### src/rtl/busca_binaria_comparador_pkg.sv
// Shared definitions for the binary-search operand generator.
package busca_pkg;

  typedef enum logic [2:0] {
    INICIAL  = 3'd0,
    CALCULA  = 3'd1,
    COMPARA  = 3'd2,
    FIM_OK   = 3'd3,
    FIM_ERRO = 3'd4
  } estado_t;

  // Worst-case number of comparisons for an n-bit search range.
  function automatic int max_tentativas(input int n);
    return n + 1;
  endfunction

endpackage

### src/rtl/busca_binaria_comparador_if.sv
// Comparator handshake and result bus between the search engine and the datapath.
interface busca_binaria_comparador_if #(
  parameter int N = 3
);
  logic         iniciar;
  logic         menor;
  logic         maior;
  logic         igual;
  logic [N-1:0] palpite;
  logic [N:0]   tentativas;
  logic         ocupado;
  logic         pronto;
  logic         acertou;
  logic         erro;

  modport slave (
    input  iniciar, menor, maior, igual,
    output palpite, tentativas, ocupado, pronto, acertou, erro
  );

  modport master (
    output iniciar, menor, maior, igual,
    input  palpite, tentativas, ocupado, pronto, acertou, erro
  );
endinterface

### src/rtl/busca_binaria_comparador_fsm.sv
// Search controller: state register, next-state logic and Moore flag decode.
//  state    | meaning
//  INICIAL  | idle after reset, waiting for iniciar
//  CALCULA  | register midpoint guess, count the attempt
//  COMPARA  | comparator has settled, narrow the range or finish
//  FIM_OK   | guess equals the hidden value
//  FIM_ERRO | inconsistent comparator answer or empty range
module busca_fsm
  import busca_pkg::*;
#(
  parameter int N = 3
) (
  input  logic         clock,
  input  logic         reset,
  input  logic         iniciar,
  input  logic         menor,
  input  logic         maior,
  input  logic         igual,
  input  logic [N-1:0] palpite,
  input  logic [N:0]   low,
  input  logic [N:0]   high,
  output estado_t      estado,
  output estado_t      estado_prox,
  output logic         ocupado,
  output logic         pronto,
  output logic         acertou,
  output logic         erro
);

  localparam logic [N-1:0] PALPITE_MAX = {N{1'b1}};
  localparam logic [N:0]   UM          = {{N{1'b0}}, 1'b1};

  estado_t    estado_q, estado_d;
  logic [2:0] flags;
  logic [N:0] palpite_ext;

  assign flags       = {menor, maior, igual};
  assign palpite_ext = {1'b0, palpite};

  // Next state; range-boundary checks happen before any increment/decrement.
  always_comb begin
    estado_d = estado_q;
    case (estado_q)
      INICIAL, FIM_OK, FIM_ERRO: if (iniciar) estado_d = CALCULA;
      CALCULA: estado_d = COMPARA;
      COMPARA: begin
        if (!$onehot(flags))                  estado_d = FIM_ERRO;
        else if (igual)                       estado_d = FIM_OK;
        else if (maior) begin
          if (palpite == PALPITE_MAX)         estado_d = FIM_ERRO;
          else if ((palpite_ext + UM) > high) estado_d = FIM_ERRO;
          else                                estado_d = CALCULA;
        end else begin
          if (palpite == '0)                  estado_d = FIM_ERRO;
          else if (low > (palpite_ext - UM))  estado_d = FIM_ERRO;
          else                                estado_d = CALCULA;
        end
      end
      default: estado_d = INICIAL;
    endcase
  end

  // State register with synchronous reset.
  always_ff @(posedge clock) begin
    if (reset) estado_q <= INICIAL;
    else       estado_q <= estado_d;
  end

  // Moore output decode from the state register only.
  always_comb begin
    ocupado = 1'b0;
    pronto  = 1'b0;
    acertou = 1'b0;
    erro    = 1'b0;
    case (estado_q)
      CALCULA, COMPARA: ocupado = 1'b1;
      FIM_OK:   begin pronto = 1'b1; acertou = 1'b1; end
      FIM_ERRO: begin pronto = 1'b1; erro    = 1'b1; end
      default: ;
    endcase
  end

  assign estado      = estado_q;
  assign estado_prox = estado_d;

endmodule

### src/rtl/busca_binaria_comparador.sv
// Binary-search operand generator driving guess B into a magnitude comparator.
module busca_binaria_comparador
  import busca_pkg::*;
#(
  parameter int N = 3
) (
  input  logic                         clock,
  input  logic                         reset,
  busca_binaria_comparador_if.slave    bus
);

  localparam int           TW   = max_tentativas(N);
  localparam logic [N:0]   TOPO = {1'b0, {N{1'b1}}};
  localparam logic [N:0]   UM   = {{N{1'b0}}, 1'b1};

  estado_t       estado, estado_prox;
  logic [N-1:0]  palpite_q, palpite_d;
  logic [TW-1:0] tentativas_q, tentativas_d;
  logic [N:0]    low_q, low_d;
  logic [N:0]    high_q, high_d;
  logic [N:0]    soma;
  logic [N:0]    palpite_ext;

  busca_fsm #(.N(N)) u_fsm (
    .clock       (clock),
    .reset       (reset),
    .iniciar     (bus.iniciar),
    .menor       (bus.menor),
    .maior       (bus.maior),
    .igual       (bus.igual),
    .palpite     (palpite_q),
    .low         (low_q),
    .high        (high_q),
    .estado      (estado),
    .estado_prox (estado_prox),
    .ocupado     (bus.ocupado),
    .pronto      (bus.pronto),
    .acertou     (bus.acertou),
    .erro        (bus.erro)
  );

  // low+high never overflows at N+1 bits since both stay within 0..2**N-1.
  assign soma        = low_q + high_q;
  assign palpite_ext = {1'b0, palpite_q};

  // Datapath updates keyed on the current state; range narrows only when continuing.
  always_comb begin
    palpite_d    = palpite_q;
    tentativas_d = tentativas_q;
    low_d        = low_q;
    high_d       = high_q;
    case (estado)
      INICIAL, FIM_OK, FIM_ERRO: begin
        if (bus.iniciar) begin
          low_d        = '0;
          high_d       = TOPO;
          tentativas_d = '0;
        end
      end
      CALCULA: begin
        palpite_d    = N'(soma >> 1);
        tentativas_d = tentativas_q + UM;
      end
      COMPARA: begin
        if (estado_prox == CALCULA) begin
          if (bus.maior) low_d  = palpite_ext + UM;
          else           high_d = palpite_ext - UM;
        end
      end
      default: ;
    endcase
  end

  // Datapath registers with synchronous reset.
  always_ff @(posedge clock) begin
    if (reset) begin
      palpite_q    <= '0;
      tentativas_q <= '0;
      low_q        <= '0;
      high_q       <= TOPO;
    end else begin
      palpite_q    <= palpite_d;
      tentativas_q <= tentativas_d;
      low_q        <= low_d;
      high_q       <= high_d;
    end
  end

  assign bus.palpite    = palpite_q;
  assign bus.tentativas = tentativas_q;

endmodule

### src/flat_wrapper.sv
// flat-port wrapper written by rule: the top's interface ports become plain ports
module busca_binaria_comparador_flat import busca_pkg::*;
#(
  parameter int N = 3
)
  (clock, reset, bus_iniciar, bus_menor, bus_maior, bus_igual, bus_palpite, bus_tentativas, bus_ocupado, bus_pronto, bus_acertou, bus_erro);
  busca_binaria_comparador_if #(.N(N)) bus_i ();
  input  logic clock;
  input  logic reset;
  input wire logic [$bits(bus_i.iniciar)-1:0] bus_iniciar;
  input wire logic [$bits(bus_i.menor)-1:0] bus_menor;
  input wire logic [$bits(bus_i.maior)-1:0] bus_maior;
  input wire logic [$bits(bus_i.igual)-1:0] bus_igual;
  output wire logic [$bits(bus_i.palpite)-1:0] bus_palpite;
  output wire logic [$bits(bus_i.tentativas)-1:0] bus_tentativas;
  output wire logic [$bits(bus_i.ocupado)-1:0] bus_ocupado;
  output wire logic [$bits(bus_i.pronto)-1:0] bus_pronto;
  output wire logic [$bits(bus_i.acertou)-1:0] bus_acertou;
  output wire logic [$bits(bus_i.erro)-1:0] bus_erro;
  assign bus_i.iniciar = bus_iniciar;
  assign bus_i.menor = bus_menor;
  assign bus_i.maior = bus_maior;
  assign bus_i.igual = bus_igual;
  assign bus_palpite = bus_i.palpite;
  assign bus_tentativas = bus_i.tentativas;
  assign bus_ocupado = bus_i.ocupado;
  assign bus_pronto = bus_i.pronto;
  assign bus_acertou = bus_i.acertou;
  assign bus_erro = bus_i.erro;
  busca_binaria_comparador #(.N(N)) u_core (.clock(clock), .reset(reset), .bus(bus_i));
endmodule
### config.mk
export PLATFORM = sky130hd
export DESIGN_NAME = busca_binaria_comparador_flat
export DESIGN_NICKNAME = d
export VERILOG_FILES = /design/src/rtl/busca_binaria_comparador_pkg.sv /design/src/rtl/busca_binaria_comparador_if.sv /design/src/rtl/busca_binaria_comparador_fsm.sv /design/src/rtl/busca_binaria_comparador.sv /design/src/flat_wrapper.sv
export SDC_FILE = /design/constraint.sdc
export NUM_CORES = 1
export LEC_CHECK = 0
export ABC_AREA = 0
export ABC_CLOCK_PERIOD_IN_PS = 2800
export BUFFER_PORTS_ARGS = -buffer_cell sky130_fd_sc_hd__buf_2
export CORE_MARGIN = 2
export CORE_UTILIZATION = 45
export DETAILED_ROUTE_END_ITERATION = 7
export GPL_ROUTABILITY_DRIVEN = 0
export GPL_TIMING_DRIVEN = 0
export SYNTH_ARGS = -nofsm -noshare
export SYNTH_HDL_FRONTEND = slang
export SYNTH_SLANG_ARGS = --single-unit
### constraint.sdc
create_clock -name clock -period 2.8 [get_ports clock]
set_input_delay 0.84 -clock clock [delete_from_list [all_inputs] [get_ports clock]]
set_output_delay 0.84 -clock clock [all_outputs]
set_load 0.05 [all_outputs]
# After elaboration in Yosys (flattened, before gate mapping)
# Cells that the tools add are included.
# Widths: inputs -> output; s select.
dict set report totals {
  word_cells 56
  register_bits 18
  out_inout_bits 11
  in_bits 6
}
dict set report classes {
  n_reduce_logical 10
  eq_ne 11
  n_addsub 6
  muxes 22
  n_lt_le_gt_ge 2
}
# cell n
set op_table {}
lappend op_table {{$mux 3} 8}
lappend op_table {{$mux 4} 6}
lappend op_table {{$pmux 4 s2} 3}
lappend op_table {{$pmux 3 s3} 1}
lappend op_table {{$gt 4x4->1} 2}
lappend op_table {{$reduce_and 4->1} 2}
lappend op_table {{$eq 3x1->1 const B} 2}
lappend op_table {{$eq 3x2->1 const B} 2}
lappend op_table {{$eq 3x3->1 const B} 2}
lappend op_table {{$logic_not 3->1} 2}
lappend op_table {{$ne 2x2->1 const B} 3}
lappend op_table {{$add 3x1->4 const B} 1}
lappend op_table {{$add 4x1->4 const B} 1}
lappend op_table {{$add 4x4->4} 1}
lappend op_table {{$mux 1} 4}
lappend op_table {{$reduce_bool 2->1} 2}
lappend op_table {{$reduce_or 2->1} 2}
lappend op_table {{$sub 3x1->4 const B} 1}
lappend op_table {{$reduce_or 3->1} 1}
lappend op_table {{$add 1x1->2} 1}
lappend op_table {{$add 2x1->2} 1}
lappend op_table {{$eq 2x1->1 const B} 1}
lappend op_table {{$ne 2x1->1 const B} 1}
lappend op_table {{$reduce_and 2->1} 1}

# Longest topological paths before layout
# Gate-level depths: netlist of run 1.
dict set report logic_depth {
  ltp_word 11
  mapped_depth 10
}

# Modules after synthesis
# From an unflattened synthesis of run 1, not the netlist that was laid out.
dict set report hier_totals {
  hier_cells 156
  hier_area_um2 1378.8
}
# mod area_per_inst_um2 instances cells_per_inst
set by_module_without_submodules {}
lappend by_module_without_submodules {busca_binaria_comparador 834.6 1 91}
lappend by_module_without_submodules {busca_fsm 544.3 1 65}

# Worst setup path before layout of run 1
# OpenSTA, ideal clock, no wires.
dict set report synth_path {
  kind {register to register}
  start {register u_core.palpite_q[0], in the netlist u_core.bus.palpite[0]}
  end {register u_core.high_q[0]}
  path_stages_with_launch 11
  setup_slack_ns -0.036
  setup_time_ns 0.123
  arrival_time_ns 2.713
  path_cell_list {dfxtp_1 -> inv_1 -> ha_1 -> xnor2_1 -> ha_1 -> nand4_1 -> nor3_1 -> or3_4 -> o21ai_2 -> o31ai_4 -> o32a_2}
}
dict set report synth_via {
  elab_chain_cells 11
  elab_cells_between_ends 20
}
# item line
set synth_rtl {}
lappend synth_rtl {{start: declaration} busca_binaria_comparador.sv:17} ;# logic [N-1:0] palpite_q, palpite_d;
lappend synth_rtl {{start signal: assignment} busca_binaria_comparador.sv:82} ;# palpite_q <= palpite_d;
lappend synth_rtl {{$sub 3x1->4 / $add 3x1->4 (equally long branches)} {busca_binaria_comparador_fsm.sv:55, busca_binaria_comparador.sv:67, busca_binaria_comparador_fsm.sv:51}}
lappend synth_rtl {{$gt 4x4->1 (on tied branches)} {busca_binaria_comparador_fsm.sv:55, busca_binaria_comparador_fsm.sv:51}}
lappend synth_rtl {{$mux 3 (on tied branches)} {busca_binaria_comparador_fsm.sv:55, busca_binaria_comparador_fsm.sv:51}}
lappend synth_rtl {{$mux 3 (on tied branches)} {busca_binaria_comparador_fsm.sv:54, busca_binaria_comparador_fsm.sv:50}}
lappend synth_rtl {{$mux 3} busca_binaria_comparador_fsm.sv:49} ;# else if (maior) begin
lappend synth_rtl {{$mux 3} busca_binaria_comparador_fsm.sv:48} ;# else if (igual) estado_d = FIM_OK;
lappend synth_rtl {{$mux 3} busca_binaria_comparador_fsm.sv:47} ;# if (!$onehot(flags)) estado_d = FIM_ERRO;
lappend synth_rtl {{$pmux 3 s3} busca_binaria_comparador_fsm.sv:43} ;# case (estado_q)
lappend synth_rtl {{$eq 3x1->1} busca_binaria_comparador.sv:65} ;# if (estado_prox == CALCULA) begin
lappend synth_rtl {{$ne 2x1->1 (no source line)} --}
lappend synth_rtl {{$reduce_and 4->1 (no source line)} --}
lappend synth_rtl {{end signal: assignment} busca_binaria_comparador.sv:85} ;# high_q <= high_d;
lappend synth_rtl {{end: declaration} busca_binaria_comparador.sv:20} ;# logic [N:0] high_q, high_d;
# Several ways; a longest one is shown, not always the timed one. The select of a mux whose other input is x is not followed.
# A chain may end at the register's enable or synchronous reset.

# Final worst setup path of run 1
dict set report layout_path {
  start {register u_core.u_fsm.estado_q[1], in the netlist u_core.u_fsm.estado[1]}
  end {output port bus_ocupado}
}
dict set report layout_via {
  elab_chain_cells 3
  elab_cells_between_ends 4
}
# item line
set layout_rtl {}
lappend layout_rtl {{start: declaration} busca_binaria_comparador_fsm.sv:33} ;# estado_t estado_q, estado_d;
lappend layout_rtl {{start signal: assignment} busca_binaria_comparador_fsm.sv:66} ;# else estado_q <= estado_d;
lappend layout_rtl {{$eq 3x1->1 / $eq 3x2->1 (equally long branches)} busca_binaria_comparador_fsm.sv:75} ;# case (estado_q)
lappend layout_rtl {{$reduce_or 2->1 (*)} busca_binaria_comparador_fsm.sv:75}
lappend layout_rtl {{$mux 1 (*)} busca_binaria_comparador_fsm.sv:75}
lappend layout_rtl {{end: declaration} flat_wrapper.sv:16} ;# output wire logic [$bits(bus_i.ocupado)-1:0] bus_ocupado;
# Every way passes the cells marked *; elsewhere a longest branch is shown, timed or not.

==> reports/results.tsv, run 1 <==
metric	value	unit
Fmax	381	MHz
Static Leak	0.634	nW
Mapped Area	1300	um^2
Syn Nets	169	
grt total ovfl	0	
clk_lat worst skew	300	ps
Routed Antenna Nets	0	
initial antenna violation count	0	
status	finished, final reports clean	
fraction of registers with async set/reset	0	
CP startpoint	u_core.u_fsm.estado[1]	
layout cells sized above 1	0.255	
maximum vdd ir drop	423	uV
Die X	57.8	um
Max transition margin	0.653	
# fillers	283	
Worst-path clk slew	110	ps
FF+latch count, synth	18	
Worst Setup End Kind	primary output	
Max Slew Vio Count	0	
postcts setup bufs	0	
CTS Sinks	18	
NumNets Final	189	
clock root buffer	clkbuf_4	
CTS tree	built	
worst slack, placed	-57.0	ps
Iter 0 DRT Violations	17	
GRT Overall Usage	0.189	
floorplan row count	19	
Ant. Diodes	0	
number of flops mapped to enable cells by yosys	0	
initial core utilization	0.473	
post-synthesis cell count	146	
Final WS setup	174	ps
synth unique cells	49	
Post-synth top flop	dfxtp_1	
Seq/Total Area, Yosys	0.276	
Max Cap Viol	0	
final WL	2.84	mm
Worst setup endpoint	bus_ocupado	
Final min period	2630	ps
core area	2760	um^2
Arrival @ worst endpoint	1790	ps
cts bufs inserted	3	
Vias	1142	
Hold-fix buffers, CTS	0	
first-pass GRT wire length	4.86	mm
H-tree depth	1	
DRC errors left	0	
setup violators final	0	
reg2reg path depth	10	
WL/cell	14.5	um
first-pass iteration count of the detailed router	4	
Longest Clk Path Bufs	2	
endpoints failing hold	0	
Avg Cell Area, Syn	8.93	um^2
Worst-Margin Slew	518	ps
pwr/cell area	437	nW/um^2
Final Cycle Share	0.938	
critical-path maximum fanout	8	
die height	57.8	um
IO Pins	17	
total power	635	uW
Seq. cell area	362	um^2
crit path kind	reg -> out	
post-cts sizing count	0	
final design utilization	0.528	
RR Endpoint	u_core.high_q[0]	
Die ar.	3340	um^2
YS warnings	0	
port bufs	15	
Vias per Instance	5.83	
vias in the first global route	1063	
RSZ-0062 raised after global routing	no	
R2R setup slack	180	ps
reg-to-reg startpoint	u_core.bus.palpite[0]	
hold path start	u_core.bus.tentativas[3]	
post-DP HPWL	2.32	mm
min-delay worst type	reg -> reg	
Multi-input gate area	860	um^2
Critical Path RT	1960	ps
CP Launch Type	flop	
largest net degree at the start of global routing	11	
Setup Skew	9.61	ps
area grow syn2layout	11.6	%
-- logic make-up after synthesis --
family	Yosys count	synth area share
compound gates	37	0.233
xor+xnor	5	0.0336
fa+ha+maj	17	0.175
buf+inv	17	0.0643
flops	18	0.276
simple gates	52	0.218
-- cells in the final DEF (no fill, tap or decap), types with 2 or more instances in the layout --
| cell type | Yosys | routed |
|---|---|---|
| fa_1 | 2 | 2 |
| xnor2_1 | 5 | 5 |
| nor2_1 | 9 | 9 |
| clkbuf_1 | 2 | 2 |
| inv_1 | 10 | 10 |
| nand2_1 | 14 | 14 |
| o21ai_2 | 3 | 3 |
| o211ai_1 | 2 | 2 |
| nor3_1 | 2 | 2 |
| a21oi_1 | 7 | 7 |
| nand4_1 | 3 | 3 |
| o31ai_1 | 2 | 2 |
| a211oi_1 | 2 | 2 |
| and3_1 | 2 | 2 |
| buf_2 | 0 | 15 |
| dfxtp_1 | 18 | 17 |
| nand3_1 | 4 | 4 |
| nor2b_1 | 3 | 3 |
| nand2b_1 | 3 | 3 |
| o32a_2 | 3 | 3 |
| clkbuf_8 | 1 | 2 |
| clkbuf_2 | 2 | 2 |
| o21a_1 | 3 | 3 |
| and2_1 | 2 | 2 |
| clkbuf_4 | 0 | 3 |
| o2111ai_1 | 3 | 3 |
| ha_1 | 15 | 15 |
-- metal layers --
layer / part of all wire / track usage
met2: 0.51 / 0.331
met4: 0.0056 / 0.0399
met5: 0 / 0
met3: 0.030 / 0.0402
met1: 0.45 / 0.239
-- cell type report --
class	count	area share
sequential	18	0.248
buffer	6	0.0292
tap	31	0.0267
clock buffer	4	0.0249
timing repair buffer	15	0.0516
multi-input combinational	111	0.591
inverter	11	0.0284
-- cell usage after synthesis (3+ instances only) --
cell type  number  area share
nand3_1         4       0.015
nand4_1         3       0.014
dfxtp_1        18        0.28
nor2_1          9       0.026
o32a_2          3       0.026
nand2_1        14       0.040
inv_1          10       0.029
a21oi_1         7       0.027
xnor2_1         5       0.034
o21ai_2         3       0.020
o21a_1          3       0.017
nor2b_1         3       0.014
nand2b_1        3       0.014
ha_1           15        0.14
o2111ai_1       3       0.020
-- registers in the layout, summed over array words and instances (netlist names) --
name and flops:
u_core.low_q 4, u_core.bus.tentativas 4, u_core.u_fsm.estado 3, u_core.bus.palpite 3, u_core.high_q 4
-- worst min-delay path by stage --
stage / slack, ps / end / cells past startpoint
after floorplan: 490 / u_core.low_q[2] / 2
after global placement: 460 / u_core.bus.tentativas[3] / 1
after detailed placement: 470 / u_core.bus.tentativas[3] / 1
after CTS: 490 / u_core.bus.tentativas[3] / 1
after global routing: 530 / u_core.bus.tentativas[3] / 1
final: 480 / u_core.bus.tentativas[3] / 1
-- worst max-delay path, stage by stage (launching register included) --
cell and delay (ps):
dfxtp_1 310, clkbuf_2 160, or3b_2 450, clkbuf_1 180, o21ai_0 100, buf_2 280
-- power breakdown --
part | internal [mW] | switching, mW
Sequential | 0.265 | 0.0134
Combinational | 0.0683 | 0.126
Clock | 0.0793 | 0.0832
Total | 0.413 | 0.223
-- metrics by stage --
step,cells,hold slack [ps],area [um^2],TNS [ps]
finish,196,479,1460,0
global route,196,532,1460,0
CTS,196,487,1460,0
detailed placement,192,471,1420,-229
global placement,192,457,1420,0
floorplan,146,489,1310,0
(Power assumes the default switching activity.)
==> run 2, diff against run 1 <==
Settings changed: ABC_CLOCK_PERIOD_IN_PS 2800 to 2740, CELL_PAD_IN_SITES_DETAIL_PLACEMENT from default to 1, CELL_PAD_IN_SITES_GLOBAL_PLACEMENT from default to 1, CORE_UTILIZATION 45 to 43, PLACE_DENSITY_LB_ADDON from default to 0.1.
Clock period 2.8 ns to 2.74 ns, I/O delays scaled along.
==> run 2 against run 1 <==
Wire length up 13%. Critical path depth is 3 higher. Final area up 2.0%. Worst hold slack gained 5.3 ps. Utilization is 0.31 points lower. Sequential power is 3% higher. Cell count is the same. Non-clock buffer count stayed put. Register-to-register slack got worse by 80 ps. Clock-buffer cell count stayed put. Power rose by 4.6%. Via count decreased by 0.61%. Critical path type is now reg -> reg. Highest routed layer is now met3.
==> reports/results.tsv, run 2 (synthesis results as in run 1) <==
metric	value	unit	change
die height	59.1	um	+2.1%
Critical Path RT	2930	ps	+970 ps
min-delay worst type	reg -> reg		
core area	2830	um^2	+2.6%
post-DP HPWL	2.53	mm	+9.1%
vias in the first global route	1129		+6.2%
Worst Setup End Kind	flop		
Routed Antenna Nets	0		unchanged
commonest non-fill, non-tap cell in the layout	dfxtp_1		
endpoints failing hold	0		unchanged
Final Cycle Share	0.965		
postcts setup bufs	0		unchanged
Longest Clk Path Bufs	2		unchanged
CP Launch Type	flop		
hold path start	u_core.bus.tentativas[3]		
Die X	59.1	um	+2.1%
Setup Skew	6.30	ps	-3.32 ps
Vias per Instance	5.79		-0.61%
grt total ovfl	0		unchanged
Iter 0 DRT Violations	23		+6
status	finished, final reports clean		
initial antenna violation count	0		unchanged
Ant. Diodes	0		unchanged
area grow syn2layout	13.8	%	
critical-path maximum fanout	7		-1
Fmax	378	MHz	
Final WS setup	96.8	ps	-77.2 ps
setup violators final	0		unchanged
cts bufs inserted	3		unchanged
Max Slew Vio Count	0		unchanged
clock root buffer	clkbuf_4		
reg-to-reg startpoint	u_core.bus.palpite[2]		
Final min period	2640	ps	
clk_lat worst skew	300	ps	about the same
most frequent cells in the layout	dfxtp_1 (16), ha_1 (15), buf_2 (15)		
Arrival @ worst endpoint	2830	ps	+1040 ps
first-pass GRT wire length	5.25	mm	+8.1%
port bufs	15		unchanged
CTS tree	built		
fin cells	196		unchanged
IO Pins	17		unchanged
first-pass iteration count of the detailed router	4		unchanged
layout cells sized above 1	0.279		+0.0242
CP startpoint	u_core.bus.palpite[2]		
floorplan row count	19		unchanged
CTS Sinks	18		unchanged
placed insts	192		unchanged
Worst-Margin Slew	551	ps	+33.5 ps
Max transition margin	0.631		-0.0224
initial core utilization	0.461		-0.0119
DRC errors left	0		unchanged
pwr/cell area	448	nW/um^2	+2.5%
worst slack, placed	-152	ps	-95.4 ps
H-tree depth	1		unchanged
Die ar.	3490	um^2	+4.3%
largest net degree at the start of global routing	11		unchanged
maximum vdd ir drop	296	uV	-30%
Static Leak	0.645	nW	+1.6%
final WL	3.20	mm	+13%
Max Cap Viol	0		unchanged
crit path kind	reg -> reg		
Vias	1135		-0.61%
NumNets Final	189		unchanged
GRT Overall Usage	0.200		+0.0114
Worst-path clk slew	110	ps	about the same
WL/cell	16.3	um	+13%
==> run 2: cell counts in the layout (fill, tap and decap cells not counted) <==
Identical to the previous run, type by type.
==> run 2: through the flow <==
stage	hold WS, ps	cell area (um^2)	utilization	TNS, ps	power [mW]
2_1_floorplan	489	1310	-	0	0.443
3_3_place_gp	456	1420	0.502	-255	0.487
3_5_place_dp	476	1420	0.502	-734	0.494
4_1_cts	492	1460	0.514	0	0.665
5_1_grt	532	1480	0.525	-1.93	0.704
6_report	485	1480	0.525	0	0.665
==> run 2: critical path, cell delays in order (launching register included) <==
cell	delay (ps)
dfxtp_1	420
or3_2	540
ha_1	360
nand4_1	90
nor3_1	50
or3_4	400
o21ai_4	220
o31ai_4	110
o32a_2	350
==> run 2: timing repair <==
action,in CTS,in global routing
endpoints found under the setup margin,0,7
resized for setup,0,6
hold buffers,0,0
hold endpoints to repair,0,0
==> run 2: per-layer routing <==
metal	global-route usage	vias up	wire, um
li1	-	571	-
met1	0.251	546	1530
met2	0.351	18	1570
met3	0.0415	0	102
met4	0.0487	0	0
met5	0	-	0
==> run 2: final timing paths <==
path	depth (start not counted)	slack [ps]	to
setup / recovery	8	100	u_core.high_q[0]
hold / removal	1	480	u_core.bus.tentativas[3]
setup reg to reg	8	100	u_core.high_q[0]
hold reg to reg	1	480	u_core.bus.tentativas[3]
==> run 2: area by class of cell <==
cell class / instances / area [um^2]
plain buffers: 6 / 42.5
fillers: 356 / 1350
flip-flops and latches: 18 / 365
clock buffers: 4 / 36.3
repair buffers: 15 / 75.1
well taps: 31 / 38.8
multi-input cells: 111 / 885
inverters: 11 / 41.3
==> run 2: where the power goes <==
part           switching [mW]  total, mW  internal [mW]
logic                   0.138      0.213         0.0749
registers              0.0146      0.286          0.271
clock network          0.0848      0.166         0.0810
total                   0.238      0.665          0.427
